`src/rtl/mux_nto1_rr_pkg.sv`:
```
// ---------------------------------------------------------------------------
// mux_pkg
//   Shared definitions for the N:1 round-robin / fixed-select multiplexer.
//
//   Contents:
//     MODE_FIXED / MODE_RR  - values of the top-level 'mode' input
//     MAX_CHANNELS          - largest legal channel count
//     MAX_WIDTH             - largest data width chan_slice can return
//     BUS_W                 - width of the zero-extended flattened bus that
//                             chan_slice operates on
//     chan_slice()          - extracts channel 'idx' of 'width' bits from a
//                             flattened data bus (channel i at [i*width +: width])
// ---------------------------------------------------------------------------
package mux_pkg;

  localparam logic MODE_FIXED = 1'b0;
  localparam logic MODE_RR    = 1'b1;

  localparam int MAX_CHANNELS = 16;
  localparam int MAX_WIDTH    = 64;
  localparam int BUS_W        = MAX_CHANNELS * MAX_WIDTH;

  // Returns the 'width'-bit slice for channel 'idx', zero-extended to
  // MAX_WIDTH. Bits beyond 'width' and any bit that would fall off the end
  // of the bus read as zero, so the function is safe for any index value.
  function automatic logic [MAX_WIDTH-1:0] chan_slice(
    input logic [BUS_W-1:0] bus,
    input int unsigned      idx,
    input int unsigned      width
  );
    logic [MAX_WIDTH-1:0] r;
    int unsigned          pos;
    r = '0;
    for (int unsigned b = 0; b < MAX_WIDTH; b++) begin
      pos = idx * width + b;
      if ((b < width) && (pos < BUS_W)) begin
        r[b] = bus[pos];
      end
    end
    return r;
  endfunction

endpackage

```
`src/rtl/mux_nto1_rr_arbiter.sv`:
```
// ---------------------------------------------------------------------------
// rr_arbiter
//   Combinational rotating-priority arbiter. Scans the request vector starting
//   at index 'ptr' and wrapping modulo CHANNELS; the first set request wins.
//   Holds no state: the pointer lives in the parent so it can be frozen in
//   fixed-select mode.
//
//   Ports:
//     req        in   CHANNELS  request vector
//     ptr        in   SEL_W     highest-priority index this cycle (< CHANNELS)
//     enable     in   1         when low, no grant is produced
//     grant      out  CHANNELS  one-hot grant (all zero when grant_any = 0)
//     grant_idx  out  SEL_W     index of the granted request (0 when none)
//     grant_any  out  1         a request was granted
// ---------------------------------------------------------------------------
module rr_arbiter #(
  parameter  int CHANNELS = 4,
  localparam int SEL_W    = $clog2(CHANNELS)
) (
  input  logic [CHANNELS-1:0] req,
  input  logic [SEL_W-1:0]    ptr,
  input  logic                enable,
  output logic [CHANNELS-1:0] grant,
  output logic [SEL_W-1:0]    grant_idx,
  output logic                grant_any
);

  int idx;

  always_comb begin
    grant     = '0;
    grant_idx = '0;
    grant_any = 1'b0;
    idx       = 0;
    for (int k = 0; k < CHANNELS; k++) begin
      // ptr is always a legal index, so one subtraction is enough to wrap.
      idx = int'(32'(ptr)) + k;
      if (idx >= CHANNELS) begin
        idx = idx - CHANNELS;
      end
      if (enable && !grant_any && req[idx]) begin
        grant_any  = 1'b1;
        grant[idx] = 1'b1;
        grant_idx  = SEL_W'(idx);
      end
    end
  end

endmodule

```
`src/rtl/mux_nto1_rr.sv`:
```
// ---------------------------------------------------------------------------
// mux_nto1_rr
//   N:1 channel multiplexer with a registered output stage. The winning input
//   channel is picked either by an explicit index (fixed mode) or by a
//   round-robin arbiter, and its word is captured into the output register.
//   One clock of latency, one word per clock when the consumer keeps up.
//
//   Handshake (inputs and output alike): a word moves across an interface on
//   a rising clk edge where both valid and ready are high. A producer holds
//   valid and data stable until that edge; ready may depend combinationally on
//   valid, and this block never raises in_ready on a channel whose in_valid
//   is low.
//
//   Parameters:
//     WIDTH     data bits per channel (up to 64)
//     CHANNELS  number of input channels, 2..16
//
//   Ports:
//     clk        in   1               rising-edge clock
//     rst        in   1               synchronous active-high reset
//     mode       in   1               0 = fixed select, 1 = round-robin
//     sel        in   SEL_W           channel index used in fixed mode
//     in_data    in   CHANNELS*WIDTH  channel i at [i*WIDTH +: WIDTH]
//     in_valid   in   CHANNELS        per-channel valid
//     in_ready   out  CHANNELS        per-channel ready, at most one bit set
//     out_data   out  WIDTH           registered selected word
//     out_valid  out  1               registered output valid
//     out_chan   out  SEL_W           channel that produced out_data
//     out_ready  in   1               consumer ready
// ---------------------------------------------------------------------------
module mux_nto1_rr
  import mux_pkg::*;
#(
  parameter  int WIDTH    = 8,
  parameter  int CHANNELS = 4,
  localparam int SEL_W    = $clog2(CHANNELS)
) (
  input  logic                      clk,
  input  logic                      rst,
  input  logic                      mode,
  input  logic [SEL_W-1:0]          sel,
  input  logic [CHANNELS*WIDTH-1:0] in_data,
  input  logic [CHANNELS-1:0]       in_valid,
  output logic [CHANNELS-1:0]       in_ready,
  output logic [WIDTH-1:0]          out_data,
  output logic                      out_valid,
  output logic [SEL_W-1:0]          out_chan,
  input  logic                      out_ready
);

  // Round-robin pointer: highest-priority channel for the next arbitration.
  logic [SEL_W-1:0]    ptr;
  logic [SEL_W-1:0]    ptr_next;

  // Output register can take a new word when empty or being drained now.
  logic                load;

  logic                rr_en;
  logic [CHANNELS-1:0] rr_grant;
  logic [SEL_W-1:0]    rr_idx;
  logic                rr_any;

  logic                sel_in_range;
  logic [CHANNELS-1:0] grant_vec;
  logic [SEL_W-1:0]    grant_idx;
  logic                grant_any;
  logic [WIDTH-1:0]    grant_data;

  assign load = ~out_valid | out_ready;

  // ---------------------------------------------------------------------
  // Round-robin arbitration
  // ---------------------------------------------------------------------
  assign rr_en = load & (mode == MODE_RR) & ~rst;

  rr_arbiter #(
    .CHANNELS (CHANNELS)
  ) u_arb (
    .req       (in_valid),
    .ptr       (ptr),
    .enable    (rr_en),
    .grant     (rr_grant),
    .grant_idx (rr_idx),
    .grant_any (rr_any)
  );

  // ---------------------------------------------------------------------
  // Mode mux: fixed select or arbiter result
  // ---------------------------------------------------------------------
  // For non-power-of-two channel counts sel can name a channel that does not
  // exist; that is simply "no grant".
  assign sel_in_range = (int'(32'(sel)) < CHANNELS);

  always_comb begin
    grant_vec = '0;
    grant_idx = '0;
    grant_any = 1'b0;
    if (!rst) begin
      if (mode == MODE_RR) begin
        grant_vec = rr_grant;
        grant_idx = rr_idx;
        grant_any = rr_any;
      end else if (load && sel_in_range) begin
        if (in_valid[sel]) begin
          grant_vec[sel] = 1'b1;
          grant_idx      = sel;
          grant_any      = 1'b1;
        end
      end
    end
  end

  // Ready goes only to the granted channel; grant_vec is already zero in
  // reset, with no load, or without a matching valid.
  assign in_ready = grant_vec;

  // ---------------------------------------------------------------------
  // Datapath: slice the granted channel out of the flattened bus. The only
  // path from in_data to out_data runs through the output register.
  // ---------------------------------------------------------------------
  assign grant_data = WIDTH'(chan_slice(BUS_W'(in_data),
                                        int'(32'(grant_idx)),
                                        WIDTH));

  // Pointer advances past the winner, wrapping to 0 after the last channel.
  always_comb begin
    if (int'(32'(grant_idx)) == CHANNELS - 1) begin
      ptr_next = '0;
    end else begin
      ptr_next = grant_idx + SEL_W'(1);
    end
  end

  // ---------------------------------------------------------------------
  // State: output register and round-robin pointer
  // ---------------------------------------------------------------------
  always_ff @(posedge clk) begin
    if (rst) begin
      // Any word waiting in the output register is dropped here.
      out_valid <= 1'b0;
      out_data  <= '0;
      out_chan  <= '0;
      ptr       <= '0;
    end else begin
      if (load) begin
        out_valid <= grant_any;
        if (grant_any) begin
          out_data <= grant_data;
          out_chan <= grant_idx;
        end
      end
      // Fixed-mode grants leave the rotation untouched, so switching back to
      // round-robin resumes where it left off.
      if (grant_any && (mode == MODE_RR)) begin
        ptr <= ptr_next;
      end
    end
  end

endmodule

```
`config.mk`:
```
export PLATFORM = sky130hd
export DESIGN_NAME = mux_nto1_rr
export DESIGN_NICKNAME = d
export VERILOG_FILES = /design/src/rtl/mux_nto1_rr_pkg.sv /design/src/rtl/mux_nto1_rr_arbiter.sv /design/src/rtl/mux_nto1_rr.sv
export SDC_FILE = /design/constraint.sdc
export NUM_CORES = 1
export LEC_CHECK = 0
export CAP_MARGIN = 20
export CORE_MARGIN = 4
export CORE_UTILIZATION = 64
export CTS_CLUSTER_SIZE = 24
export DETAILED_ROUTE_END_ITERATION = 6
export DONT_BUFFER_PORTS = 1
export GPL_TIMING_DRIVEN = 1
export PLACE_DENSITY_LB_ADDON = 0.15
export RECOVER_POWER = 100
export SYNTH_ARGS = -nofsm -noshare
export SYNTH_HDL_FRONTEND = slang
export SYNTH_HIERARCHICAL = 1
export SYNTH_SLANG_ARGS = --single-unit
export TNS_END_PERCENT = 1
```
`constraint.sdc`:
```
create_clock -name clk -period 3.67 [get_ports clk]
set_input_delay 0.5505 -clock clk [delete_from_list [all_inputs] [get_ports clk]]
set_output_delay 0.5505 -clock clk [all_outputs]
set_load 0.01 [all_outputs]
```
==> results of run 1 <==
-- synth_stat cells, types with 3 or more instances --
master	n	area (sq um)
sky130_fd_sc_hd__buf_6	5	56.3
sky130_fd_sc_hd__ha_1	7	87.6
sky130_fd_sc_hd__o21ai_0	7	35.0
sky130_fd_sc_hd__dfxtp_1	13	260
sky130_fd_sc_hd__o211ai_1	16	120
sky130_fd_sc_hd__o221ai_1	8	70.1
sky130_fd_sc_hd__mux2_2	4	45.0
sky130_fd_sc_hd__o2111ai_1	7	61.3
sky130_fd_sc_hd__nor3_1	6	30.0
sky130_fd_sc_hd__a32o_1	14	140
sky130_fd_sc_hd__inv_1	22	82.6
sky130_fd_sc_hd__nand2_1	12	45.0
sky130_fd_sc_hd__mux2i_1	5	50.1
sky130_fd_sc_hd__nor2_1	4	15.0
sky130_fd_sc_hd__a221o_1	4	40.0
sky130_fd_sc_hd__a21oi_1	10	50.1
sky130_fd_sc_hd__buf_2	3	15.0
sky130_fd_sc_hd__clkbuf_1	9	33.8
-- per-stage QoR --
step	std cells	hold WS [ns]	total power, W	utilization [%]	instance area, sq um
floorplan	195	0.511	0.000304	-	1640
global placement	213	0.530	0.000318	65.4	1610
detailed placement	213	0.542	0.000322	65.4	1610
CTS	217	0.323	0.000410	66.6	1630
global route	217	0.319	0.000436	66.3	1630
finish	217	0.328	0.000411	66.3	1630
-- layout make-up --
class	instances	share of cell area (%)
Clock inverter	1	0.307
Tap cell	30	2.31
Sequential cell	13	16.0
Timing Repair Buffer	6	2.61
Inverter	22	5.07
Multi-Input combinational cell	142	72.3
Clock buffer	3	1.38
-- path summary, 6_finish.rpt --
kind,start,end,slack (ns),depth (start not counted)
worst max register to register,ptr[1]$_SDFFE_PP0P_,out_data[1]$_SDFFE_PP0P_,0.48,12
worst max-delay path,ptr[1]$_SDFFE_PP0P_,out_data[1]$_SDFFE_PP0P_,0.48,12
worst min-delay path,rst,out_valid$_SDFFE_PP0N_,0.33,1
worst min register to register,out_data[1]$_SDFFE_PP0P_,out_data[1]$_SDFFE_PP0P_,0.55,1
-- per-layer routing --
metal  track usage, %  vias up
met5                0        -
met2             37.8       83
met1             35.3      769
met3             7.89        2
li1                 -      765
met4             4.21        0
-- state kept, by name, indices dropped and copies added (netlist names) --
signal / cells
out_chan: 2
out_data: 8
out_valid: 1
ptr: 2
-- cells by family (layout without fill, tap and decap cells) --
group           count (synthesis)  after routing
compound gates                 87             87
xor+xnor                        1              1
fa+ha+maj                       7              7
buf+inv                        40             32
flops                          13             13
mux                            12             12
simple gates                   35             35
-- power groups by stage --
stage / Combinational, W / Clock (W) / Sequential [W]
floorplan: 0.000135 / 0 / 0.000170
global placement: 0.000147 / 0 / 0.000171
detailed placement: 0.000151 / 0 / 0.000172
CTS: 0.000151 / 0.0000904 / 0.000168
global route: 0.000168 / 0.0000983 / 0.000169
finish: 0.000153 / 0.0000900 / 0.000168
==> impl_summary.log, run 1 <==
[metrics] number of warnings issued by yosys: 6
[metrics] post-synthesis mux area share: 9.36%
[metrics] post-detailed-route DRC marker count: 0
[metrics] Seq. cell area: 260 sq um
[metrics] share of total power in the clock network: 21.9%
[metrics] Seq pwr share: 40.9%
[metrics] aggregate global routing overflow: 0
[metrics] FFs w/ async S/R, synth: 0%
[metrics] clock period minus final worst setup slack: 3.19 ns
[metrics] overall via count from detail_route: 1619
[metrics] post-DP HPWL: 3240 um
[metrics] H-Tree Level Count: 1
[metrics] final worst path period share: 86.9%
[metrics] kind of path behind the tightest hold check: input pin to register
[metrics] Met2 Routed Length: 1950 um
[metrics] Final Max Slew Viols: 0
[metrics] peak per-stage delay on the critical path: 0.45 ns
[metrics] area of the core: 2450 sq um
[metrics] wire length on met1: 1910 um
[metrics] site row count: 18
[metrics] Simple-Gate Fraction of Synth Area: 12.1%
[metrics] TritonCTS buffer count: 3
[metrics] Switching Power: 0.000154 W
[metrics] synthesized area: 1640 sq um
[metrics] Max-slew headroom: 54.8%
[metrics] kind of start point of the critical path: register
[metrics] initial core utilization: 67.0%
[metrics] cell type group with the largest total delay on the critical path: compound AO/OA/AOI/OAI gates
[metrics] Power Internal: 0.000258 W
[metrics] number of flops mapped to enable cells by yosys: 0
[metrics] aggregate global-route resource usage: 24.9%
[metrics] Syn-to-layout area delta: -0.989%
[metrics] die boundary height: 58.7 um
[metrics] clock buffer depth: 2
[metrics] nature of the critical path endpoint: register
[metrics] number of vias per cell after detailed routing: 7.46
[metrics] via count of the first global-routing pass: 1475
[metrics] latest clock arrival within the worst-skew pair: 0.28 ns
[metrics] arithmetic-cell share of the synthesized area counting full adders, half adders and majority gates: 5.33%
[metrics] horizontal die dimension: 58.7 um
[metrics] Post-Synth XOR/XNOR Area: 0.533%
[metrics] worst setup margin: 0.481 ns
[metrics] pre-CTS WS: 0.494 ns
[metrics] met3 layer wire length in the routed design: 455 um
[metrics] setup repair after global routing missed its margin: no
[metrics] unique cell type count in the Yosys netlist: 47
[metrics] number of sinks handled by clock tree synthesis: 13
[metrics] clock-pin slew reported for the worst setup and hold paths after clock tree synthesis: 0.08 ns
[metrics] Resized cells post-CTS: 0
[metrics] total leakage power: 0.598 nW
[metrics] top layer reached by signal wires: met4
[metrics] master of the slowest instance on the critical path: sky130_fd_sc_hd__ha_1
[metrics] run status: finished clean
[metrics] Pre-antenna DRT Iters: 4
[metrics] Power per Cell Area: 253 nW/um^2
[metrics] net count after synthesis: 244
[metrics] Final setup viols: 0
[metrics] Buf/Inv on CP: 2
[metrics] commonest non-fill, non-tap cells in the layout: 22 x sky130_fd_sc_hd__inv_1, 16 x sky130_fd_sc_hd__o211ai_1, 14 x sky130_fd_sc_hd__a32o_1
[metrics] average cell area after synthesis: 8.43 sq um
[metrics] port buffer count: 0
[metrics] final setup skew: 0.00620 ns
[metrics] proportion of synthesized chip area in sequential cells: 15.8%
[metrics] drt wl/cell: 19.9 um
[metrics] Inserted Diodes: 0
[metrics] largest family of logic cells by synthesized area: compound AO/OA/AOI/OAI gates
[metrics] worst IR drop on VDD: 295 uV
[metrics] most instantiated flip-flop cell in the synthesis netlist: sky130_fd_sc_hd__dfxtp_1
[metrics] final WL: 4330 um
[metrics] Mapped Cells: 195
[metrics] required time reported for the critical path endpoint: 3.85 ns
[metrics] antenna violation net count after detailed routing: 0
[metrics] MaxCap Viol Count: 0
[metrics] initial antenna violation count: 0
[metrics] top-level I/O count: 57
[metrics] Sum Neg Setup Slack: 0 ns
[metrics] final hold violations: 0
[metrics] Die ar.: 3440 sq um
[metrics] post-layout net count: 237
[metrics] slew at the pin closest to its max-slew limit: 0.674 ns
[metrics] Arrival @ worst endpoint: 3.37 ns
[metrics] cells along the critical path: inv_1, ha_1, nand2b_1, o22a_1, nor2_1, nor3_1, a21oi_1, nand3b_1, clkbuf_2, o211ai_1, o2111ai_1, a32o_1
[metrics] global-route wire length before repair: 6730 um
[metrics] area of the multi-input gates: 1180 sq um
[metrics] leading cell type in the layout, fill and taps excluded: sky130_fd_sc_hd__inv_1
[metrics] Max Clk Rate: 314 MHz
[metrics] fraction of final layout cells with drive strength greater than 1: 12.3%
[metrics] clock root buffer: sky130_fd_sc_hd__clkbuf_4
[metrics] starting DRC count in detailed routing: 96
[metrics] TritonCTS clock tree: yes
[metrics] largest net degree at the start of global routing: 25
[metrics] maximum fanout along the worst path: 24
[metrics] Post-CTS Hold Fix Bufs: 0
[metrics] GP Congestion: 0.870
[metrics] Post-CTS Repair Setup Buffers: 0
[metrics] share of the synthesized area in compound gates (AO/OA/AOI/OAI): 44.5%
[metrics] combinational share of power: 37.3%
[metrics] switching share of power: 37.4%
[metrics] category of the most critical setup path: register to register
[metrics] fill count: 220
[metrics] Synth Register Bits: 13
No activity file was read; power rests on OpenSTA's default activity.
==> run 2, diff against run 1 <==
--- a/config.mk
+++ b/config.mk
@@ -8,2 +8,3 @@
 export CAP_MARGIN = 20
+export CORE_ASPECT_RATIO = 0.6
 export CORE_MARGIN = 4
==> constraint.sdc (replaced) <==
create_clock -name clk -period 3.67 [get_ports clk]
set_input_delay 0.734 -clock clk [delete_from_list [all_inputs] [get_ports clk]]
set_output_delay 0.734 -clock clk [all_outputs]
set_load 0.01 [all_outputs]
==> run 2 against run 1 <==
Compared with the run above:
- final area is 1.2% higher
- routed wire length is 11% higher
- sequential power hardly changed
- fmax is 9.0% lower
- final cell count stayed put
- power is 11% higher
- global-route usage is 3.0 points higher
- clock-buffer cell count stayed put
- clock skew is 0.0054 ns lower
- combinational power is 4% higher
- die area is 0.77% higher
- highest routed layer unchanged
==> impl_summary.log, run 2 (synthesized netlist as in run 1, its figures left out) <==
[metrics] drt wl/cell: 22.0 um
[metrics] Resized cells post-CTS: 0
[metrics] TritonCTS clock tree: yes
[metrics] number of vias per cell after detailed routing: 7.88
[metrics] overall via count from detail_route: 1709
[metrics] MaxCap Viol Count: 0
[metrics] Final Max Slew Viols: 0
[metrics] post-detailed-route DRC marker count: 0
[metrics] commonest non-fill, non-tap cells in the layout: 22 x sky130_fd_sc_hd__inv_1, 16 x sky130_fd_sc_hd__o211ai_1, 14 x sky130_fd_sc_hd__a32o_1
[metrics] latest clock arrival within the worst-skew pair: 0.24 ns
[metrics] post-route total power: 0.000457 W
[metrics] fraction of final layout cells with drive strength greater than 1: 12.3%
[metrics] site row count: 13
[metrics] post-layout net count: 237
[metrics] Max-slew headroom: 47.9%
[metrics] Final setup viols: 0
[metrics] TritonCTS buffer count: 3
[metrics] initial core utilization: 71.7%
[metrics] total cell area at the placement stage: 1610 sq um
[metrics] final setup skew: 0.000795 ns
[metrics] peak per-stage delay on the critical path: 0.41 ns
[metrics] horizontal die dimension: 73.4 um
[metrics] smallest hold slack: 0.543 ns
[metrics] worst IR drop on VDD: 196 uV
[metrics] worst setup margin: 0.166 ns
[metrics] GP Congestion: 0.876
[metrics] cell type group with the largest total delay on the critical path: simple AND/OR/NAND/NOR gates
[metrics] Sum Neg Setup Slack: 0 ns
[metrics] H-Tree Level Count: 1
[metrics] registers with the most flip-flops: out_data x8, out_chan x2, ptr x2
[metrics] post-DP HPWL: 3600 um
[metrics] clock period minus final worst setup slack: 3.50 ns
[metrics] kind of start point of the critical path: input pin
[metrics] initial antenna violation count: 0
[metrics] clock root buffer: sky130_fd_sc_hd__clkbuf_8
[metrics] final hold violations: 0
[metrics] category of the most critical setup path: input pin to output pin
[metrics] Inserted Diodes: 0
[metrics] Seq. cell area: 260 sq um
[metrics] clock-pin slew reported for the worst setup and hold paths after clock tree synthesis: 0.06 ns
[metrics] Buf/Inv on CP: 0
[metrics] master of the slowest instance on the critical path: sky130_fd_sc_hd__and2_1
[metrics] maximum fanout along the worst path: 11
[metrics] top-level I/O count: 57
[metrics] largest register by flop count: out_data
[metrics] Syn-to-layout area delta: 0.152%
[metrics] die boundary height: 47.3 um
[metrics] kind of path behind the tightest hold check: register to register
[metrics] final WL: 4780 um
[metrics] max reg flops: 8
[metrics] run status: finished clean
[metrics] Max Clk Rate: 285 MHz
[metrics] slew at the pin closest to its max-slew limit: 0.782 ns
[metrics] aggregate global-route resource usage: 27.9%
[metrics] port buffer count: 0
[metrics] leading cell type in the layout, fill and taps excluded: sky130_fd_sc_hd__inv_1
[metrics] fill count: 183
[metrics] cells along the critical path: nor2b_1, and2_1, nand2b_1, o22a_1, and4b_1, a221o_1, a22o_1
[metrics] pre-CTS WS: 0.235 ns
[metrics] Die ar.: 3470 sq um
[metrics] required time reported for the critical path endpoint: 2.94 ns
[metrics] antenna violation net count after detailed routing: 0
[metrics] total leakage power: 0.606 nW
[metrics] Post-CTS Repair Setup Buffers: 0
[metrics] Post-CTS Hold Fix Bufs: 0
[metrics] setup repair after global routing missed its margin: no
[metrics] area of the core: 2290 sq um
[metrics] clock buffer depth: 2
[metrics] Pre-antenna DRT Iters: 5
[metrics] aggregate global routing overflow: 0
[metrics] Power per Cell Area: 278 nW/um^2
[metrics] global-route wire length before repair: 7400 um
[metrics] number of sinks handled by clock tree synthesis: 13
[metrics] final worst path period share: 95.5%
[metrics] nature of the critical path endpoint: output pin
[metrics] via count of the first global-routing pass: 1534
[metrics] Arrival @ worst endpoint: 2.77 ns
[metrics] starting DRC count in detailed routing: 290
[metrics] largest net degree at the start of global routing: 25
[metrics] cell area after layout: 1650 sq um
[metrics] area of the multi-input gates: 1180 sq um
==> run 2: cell count changes in the layout (fill, tap and decap cells not counted) <==
cell                       delta
sky130_fd_sc_hd__clkbuf_8     +3
sky130_fd_sc_hd__clkbuf_4     -3
==> run 2: final cells by class <==
type / instances / area share, %
clock inverters: 1 / 0.304
multi-input cells: 142 / 71.5
repair buffers: 6 / 2.58
clock buffers: 3 / 2.51
flip-flops and latches: 13 / 15.8
well taps: 30 / 2.28
inverters: 22 / 5.02
==> run 2: final timing paths <==
path	cells after the start	slack, ns	from	to
worst min register to register	1	0.54	out_data[6]$_SDFFE_PP0P_	out_data[6]$_SDFFE_PP0P_
worst min-delay path	1	0.54	out_data[6]$_SDFFE_PP0P_	out_data[6]$_SDFFE_PP0P_
worst max register to register	11	0.44	ptr[0]$_SDFFE_PP0P_	out_data[7]$_SDFFE_PP0P_
worst max-delay path	7	0.17	mode	in_ready[1]
==> run 2: through the flow <==
stage	cells	utilization, %
after global placement	213	70.0
after floorplan	195	-
final	217	71.8
after global routing	217	71.8
after detailed placement	213	70.0
after CTS	217	72.1
==> run 2: report_power, final <==
| part | switching (W) | internal (W) |
|---|---|---|
| sequential | 0.0000143 | 0.000154 |
| combinational | 0.0000955 | 0.0000634 |
| clock | 0.0000549 | 0.0000751 |
==> run 2: metal layers <==
| layer | global-route usage [%] | share of wire (%) | up-vias |
|---|---|---|---|
| met5 | 0 | 0 | - |
| met1 | 37.1 | 41 | 801 |
| met3 | 10.5 | 13 | 6 |
| li1 | - | - | 765 |
| met4 | 7.94 | 1.2 | 0 |
| met2 | 43.0 | 44 | 137 |
==> run 2: worst reg2reg max path: stages, from the launching register on <==
cell	delay [ns]
sky130_fd_sc_hd__dfxtp_1	0.34
sky130_fd_sc_hd__buf_4	0.25
sky130_fd_sc_hd__mux2i_1	0.59
sky130_fd_sc_hd__o22a_1	0.30
sky130_fd_sc_hd__nor2_1	0.10
sky130_fd_sc_hd__nor3_1	0.22
sky130_fd_sc_hd__a21oi_1	0.09
sky130_fd_sc_hd__nand3b_1	0.13
sky130_fd_sc_hd__o41a_1	0.34
sky130_fd_sc_hd__clkbuf_2	0.32
sky130_fd_sc_hd__o221ai_1	0.15
sky130_fd_sc_hd__a32o_1	0.30
==> run 3, diff against run 2 <==
ABC_AREA = 1   (was default)
==> run 3 against run 2 <==
Compared with the run above:
- via count is 7.5% lower
- synthesized area is 6.4% lower
- sequential cell count stayed put
- global-route usage shrank 4.2 points
- register-to-register slack improved by 0.04 ns
- synthesized cell count rose by 27%
- fmax up 6.8%
- worst setup slack better by 0.22 ns
- clock skew rose by 0.0010 ns
- largest cell class unchanged
- largest power group is now combinational cells
==> impl_summary.log, run 3 <==
[metrics] TritonCTS clock tree: yes
[metrics] R2R Setup Slk: 0.48 ns
[metrics] max reg flops: 8
[metrics] initial antenna violation count: 0
[metrics] required time reported for the critical path endpoint: 2.94 ns
[metrics] Power Internal: 0.000302 W
[metrics] leading cell type in the layout, fill and taps excluded: sky130_fd_sc_hd__nand2_1
[metrics] starting DRC count in detailed routing: 195
[metrics] Switching Power: 0.000231 W
[metrics] combinational share of power: 42.7%
[metrics] registers with the most flip-flops: out_data x8, out_chan x2, ptr x2
[metrics] post-layout net count: 299
[metrics] slew at the pin closest to its max-slew limit: 0.457 ns
[metrics] aggregate global-route resource usage: 23.8%
[metrics] aggregate global routing overflow: 0
[metrics] share of total power in the clock network: 23.7%
[metrics] largest net degree at the start of global routing: 20
[metrics] latest clock arrival within the worst-skew pair: 0.24 ns
[metrics] kind of start point of the critical path: register
[metrics] Final setup viols: 0
[metrics] top cell types by occurrence after synthesis: 80 x sky130_fd_sc_hd__nand2_1, 27 x sky130_fd_sc_hd__nor2_1, 18 x sky130_fd_sc_hd__inv_1
[metrics] cell depth of the worst flop-to-flop path: 15
[metrics] total leakage power: 0.732 nW
[metrics] nature of the critical path endpoint: output pin
[metrics] Power per Cell Area: 339 nW/um^2
[metrics] run status: finished clean
[metrics] overall via count from detail_route: 1580
[metrics] synthesized area: 1540 sq um
[metrics] largest family of logic cells by synthesized area: simple AND/OR/NAND/NOR gates
[metrics] maximum fanout along the worst path: 10
[metrics] Synth Register Bits: 13
[metrics] Reg2Reg Launch Point: ptr[0]$_SDFFE_PP0P_
[metrics] most instantiated flip-flop cell in the synthesis netlist: sky130_fd_sc_hd__dfxtp_1
[metrics] fraction of final layout cells with drive strength greater than 1: 20.5%
[metrics] final hold violations: 0
[metrics] H-Tree Level Count: 1
[metrics] Final Max Slew Viols: 0
[metrics] leading cell types by total area after synthesis: sky130_fd_sc_hd__nand2_1 20%, sky130_fd_sc_hd__dfxtp_1 17%, sky130_fd_sc_hd__nor2_1 6.6%
[metrics] setup repair after global routing missed its margin: no
[metrics] Post-Route Utilization: 70.7%
[metrics] drt wl/cell: 14.1 um
[metrics] commonest non-fill, non-tap cells in the layout: 81 x sky130_fd_sc_hd__nand2_1, 28 x sky130_fd_sc_hd__nor2_1, 19 x sky130_fd_sc_hd__inv_1
[metrics] Pre-antenna DRT Iters: 4
[metrics] clock-pin slew reported for the worst setup and hold paths after clock tree synthesis: 0.06 ns
[metrics] net count after synthesis: 297
[metrics] switching share of power: 43.3%
[metrics] antenna violation net count after detailed routing: 0
[metrics] Die ar.: 3280 sq um
[metrics] Post-CTS Hold Fix Bufs: 0
[metrics] Mapped Cells: 248
[metrics] Simple-Gate Fraction of Synth Area: 57.6%
[metrics] global-route wire length before repair: 6110 um
[metrics] number of warnings issued by yosys: 6
[metrics] post-detailed-route DRC marker count: 0
[metrics] smallest hold slack: 0.570 ns
[metrics] post-synthesis mux area share: 0%
[metrics] largest area contributor in the netlist: sky130_fd_sc_hd__nand2_1
[metrics] share of the synthesized area in the top cell type: 19.5%
[metrics] Post-Synth XOR/XNOR Area: 0%
[metrics] Syn-to-layout area delta: 2.36%
[metrics] number of flops mapped to enable cells by yosys: 0
[metrics] via count of the first global-routing pass: 1270
[metrics] top-level I/O count: 57
[metrics] Seq pwr share: 33.6%
[metrics] clock period minus final worst setup slack: 3.28 ns
[metrics] average cell area after synthesis: 6.21 sq um
[metrics] Post-CTS Repair Setup Buffers: 0
[metrics] category of the most critical setup path: register to output pin
[metrics] Inserted Diodes: 0
[metrics] Resized cells post-CTS: 0
[metrics] final worst path period share: 89.4%
[metrics] TritonCTS buffer count: 3
[metrics] Max Clk Rate: 305 MHz
[metrics] clock buffer depth: 2
[metrics] destination of the worst register-to-register timing path: out_data[2]$_SDFFE_PP0P_
[metrics] clock root buffer: sky130_fd_sc_hd__clkbuf_8
[metrics] number of vias per cell after detailed routing: 5.66
[metrics] unique cell type count in the Yosys netlist: 26
[metrics] site row count: 13
[metrics] Sum Neg Setup Slack: 0 ns
[metrics] die boundary height: 46.0 um
[metrics] share of the synthesized area in compound gates (AO/OA/AOI/OAI): 9.27%
[metrics] leading cell type by number of instances after synthesis: sky130_fd_sc_hd__nand2_1
[metrics] largest register by flop count: out_data
[metrics] arithmetic-cell share of the synthesized area counting full adders, half adders and majority gates: 5.69%
[metrics] hold-critical path endpoint: out_chan[0]$_SDFFE_PP0P_
[metrics] depth of the worst hold-timing path: 2
[metrics] FFs w/ async S/R, synth: 0%
[metrics] source of the worst hold timing path: out_chan[0]$_SDFFE_PP0P_
[metrics] worst setup margin: 0.390 ns
[metrics] Max-slew headroom: 69.4%
[metrics] final setup skew: 0.00184 ns
[metrics] kind of path behind the tightest hold check: register to register
[metrics] proportion of synthesized chip area in sequential cells: 16.9%
[metrics] worst IR drop on VDD: 202 uV
[metrics] Arrival @ worst endpoint: 2.55 ns
[metrics] initial core utilization: 69.1%
[metrics] area of the core: 2230 sq um
[metrics] pre-CTS WS: 0.717 ns
[metrics] number of sinks handled by clock tree synthesis: 13
[metrics] GP Congestion: 0.933
[metrics] horizontal die dimension: 71.3 um
[metrics] final WL: 3930 um
[metrics] post-DP HPWL: 3220 um
[metrics] port buffer count: 0
[metrics] MaxCap Viol Count: 0
run 3: changes by cell type after synthesis, moves of 6 or more:
cell,before,now
sky130_fd_sc_hd__nand2_1,12,80
sky130_fd_sc_hd__nor2_1,4,27
sky130_fd_sc_hd__nand3_1,0,17
sky130_fd_sc_hd__o211ai_1,16,0
sky130_fd_sc_hd__nand4_1,0,11
sky130_fd_sc_hd__a32o_1,14,4
sky130_fd_sc_hd__inv_2,0,10
sky130_fd_sc_hd__nor2_2,0,10
sky130_fd_sc_hd__clkbuf_1,9,0
sky130_fd_sc_hd__nand2_2,0,8
sky130_fd_sc_hd__o221ai_1,8,0
sky130_fd_sc_hd__o2111ai_1,7,0
sky130_fd_sc_hd__nor3_1,6,0
run 3: power by group through the flow:
stage	combinational [W]	sequential, W	clock [W]
floorplan	0.000195	0.000180	0
global placement	0.000223	0.000183	0
detailed placement	0.000225	0.000183	0
CTS	0.000226	0.000180	0.000129
global route	0.000255	0.000182	0.000136
finish	0.000228	0.000179	0.000126
run 3: worst max-delay path, cell delays in order (launching register included):
cell and delay [ns]:
sky130_fd_sc_hd__dfxtp_1 0.54, sky130_fd_sc_hd__inv_1 0.30, sky130_fd_sc_hd__ha_1 0.41, sky130_fd_sc_hd__inv_1 0.11
sky130_fd_sc_hd__nand3_1 0.11, sky130_fd_sc_hd__nand2_1 0.06, sky130_fd_sc_hd__nor2_1 0.34, sky130_fd_sc_hd__nand4_1 0.16
sky130_fd_sc_hd__nand2_1 0.10, sky130_fd_sc_hd__a32o_1 0.18
run 3: kinds of logic (layout without fill, tap and decap cells):
| logic type | after synthesis | in the layout |
|---|---|---|
| adders and majority gates | 7 | 7 |
| AOI/OAI and AO/OA | 22 | 22 |
| buffers and inverters | 34 | 35 |
| and+or+nand+nor | 172 | 172 |
| DFF | 13 | 13 |
run 3: metal layers:
layer	share of wire, %	vias up	track usage (%)
met3	15	0	9.69
li1	-	806	-
met1	50	695	38.6
met2	35	79	28.5
met5	0	-	0
met4	0	0	1.12
run 3: cell type report:
cell class / instances / area [sq um]
clock buffers: 3 / 41.3
clock inverters: 1 / 5.00
fillers: 198 / 653
inverters: 30 / 118
multi-input cells: 201 / 1110
flip-flops and latches: 13 / 260
well taps: 30 / 37.5
repair buffers: 1 / 7.51
run 3: worst max path at each step:
stage	startpoint	end	slack, ns	depth (start not counted)
after floorplan	rst	in_ready[0]	0.79	9
after global placement	mode	in_ready[1]	0.78	9
after detailed placement	mode	in_ready[3]	0.72	9
after CTS	ptr[0]$_SDFFE_PP0P_	in_ready[1]	0.55	9
after global routing	ptr[0]$_SDFFE_PP0P_	in_ready[3]	0.16	9
final	ptr[0]$_SDFFE_PP0P_	in_ready[3]	0.39	9
run 3: stage by stage:
stage | instances | instance area [sq um] | power, W
2_1_floorplan | 248 | 1540 | 0.000375
3_3_place_gp | 275 | 1540 | 0.000406
3_5_place_dp | 275 | 1540 | 0.000408
4_1_cts | 279 | 1590 | 0.000535
5_1_grt | 279 | 1580 | 0.000573
6_report | 279 | 1580 | 0.000533
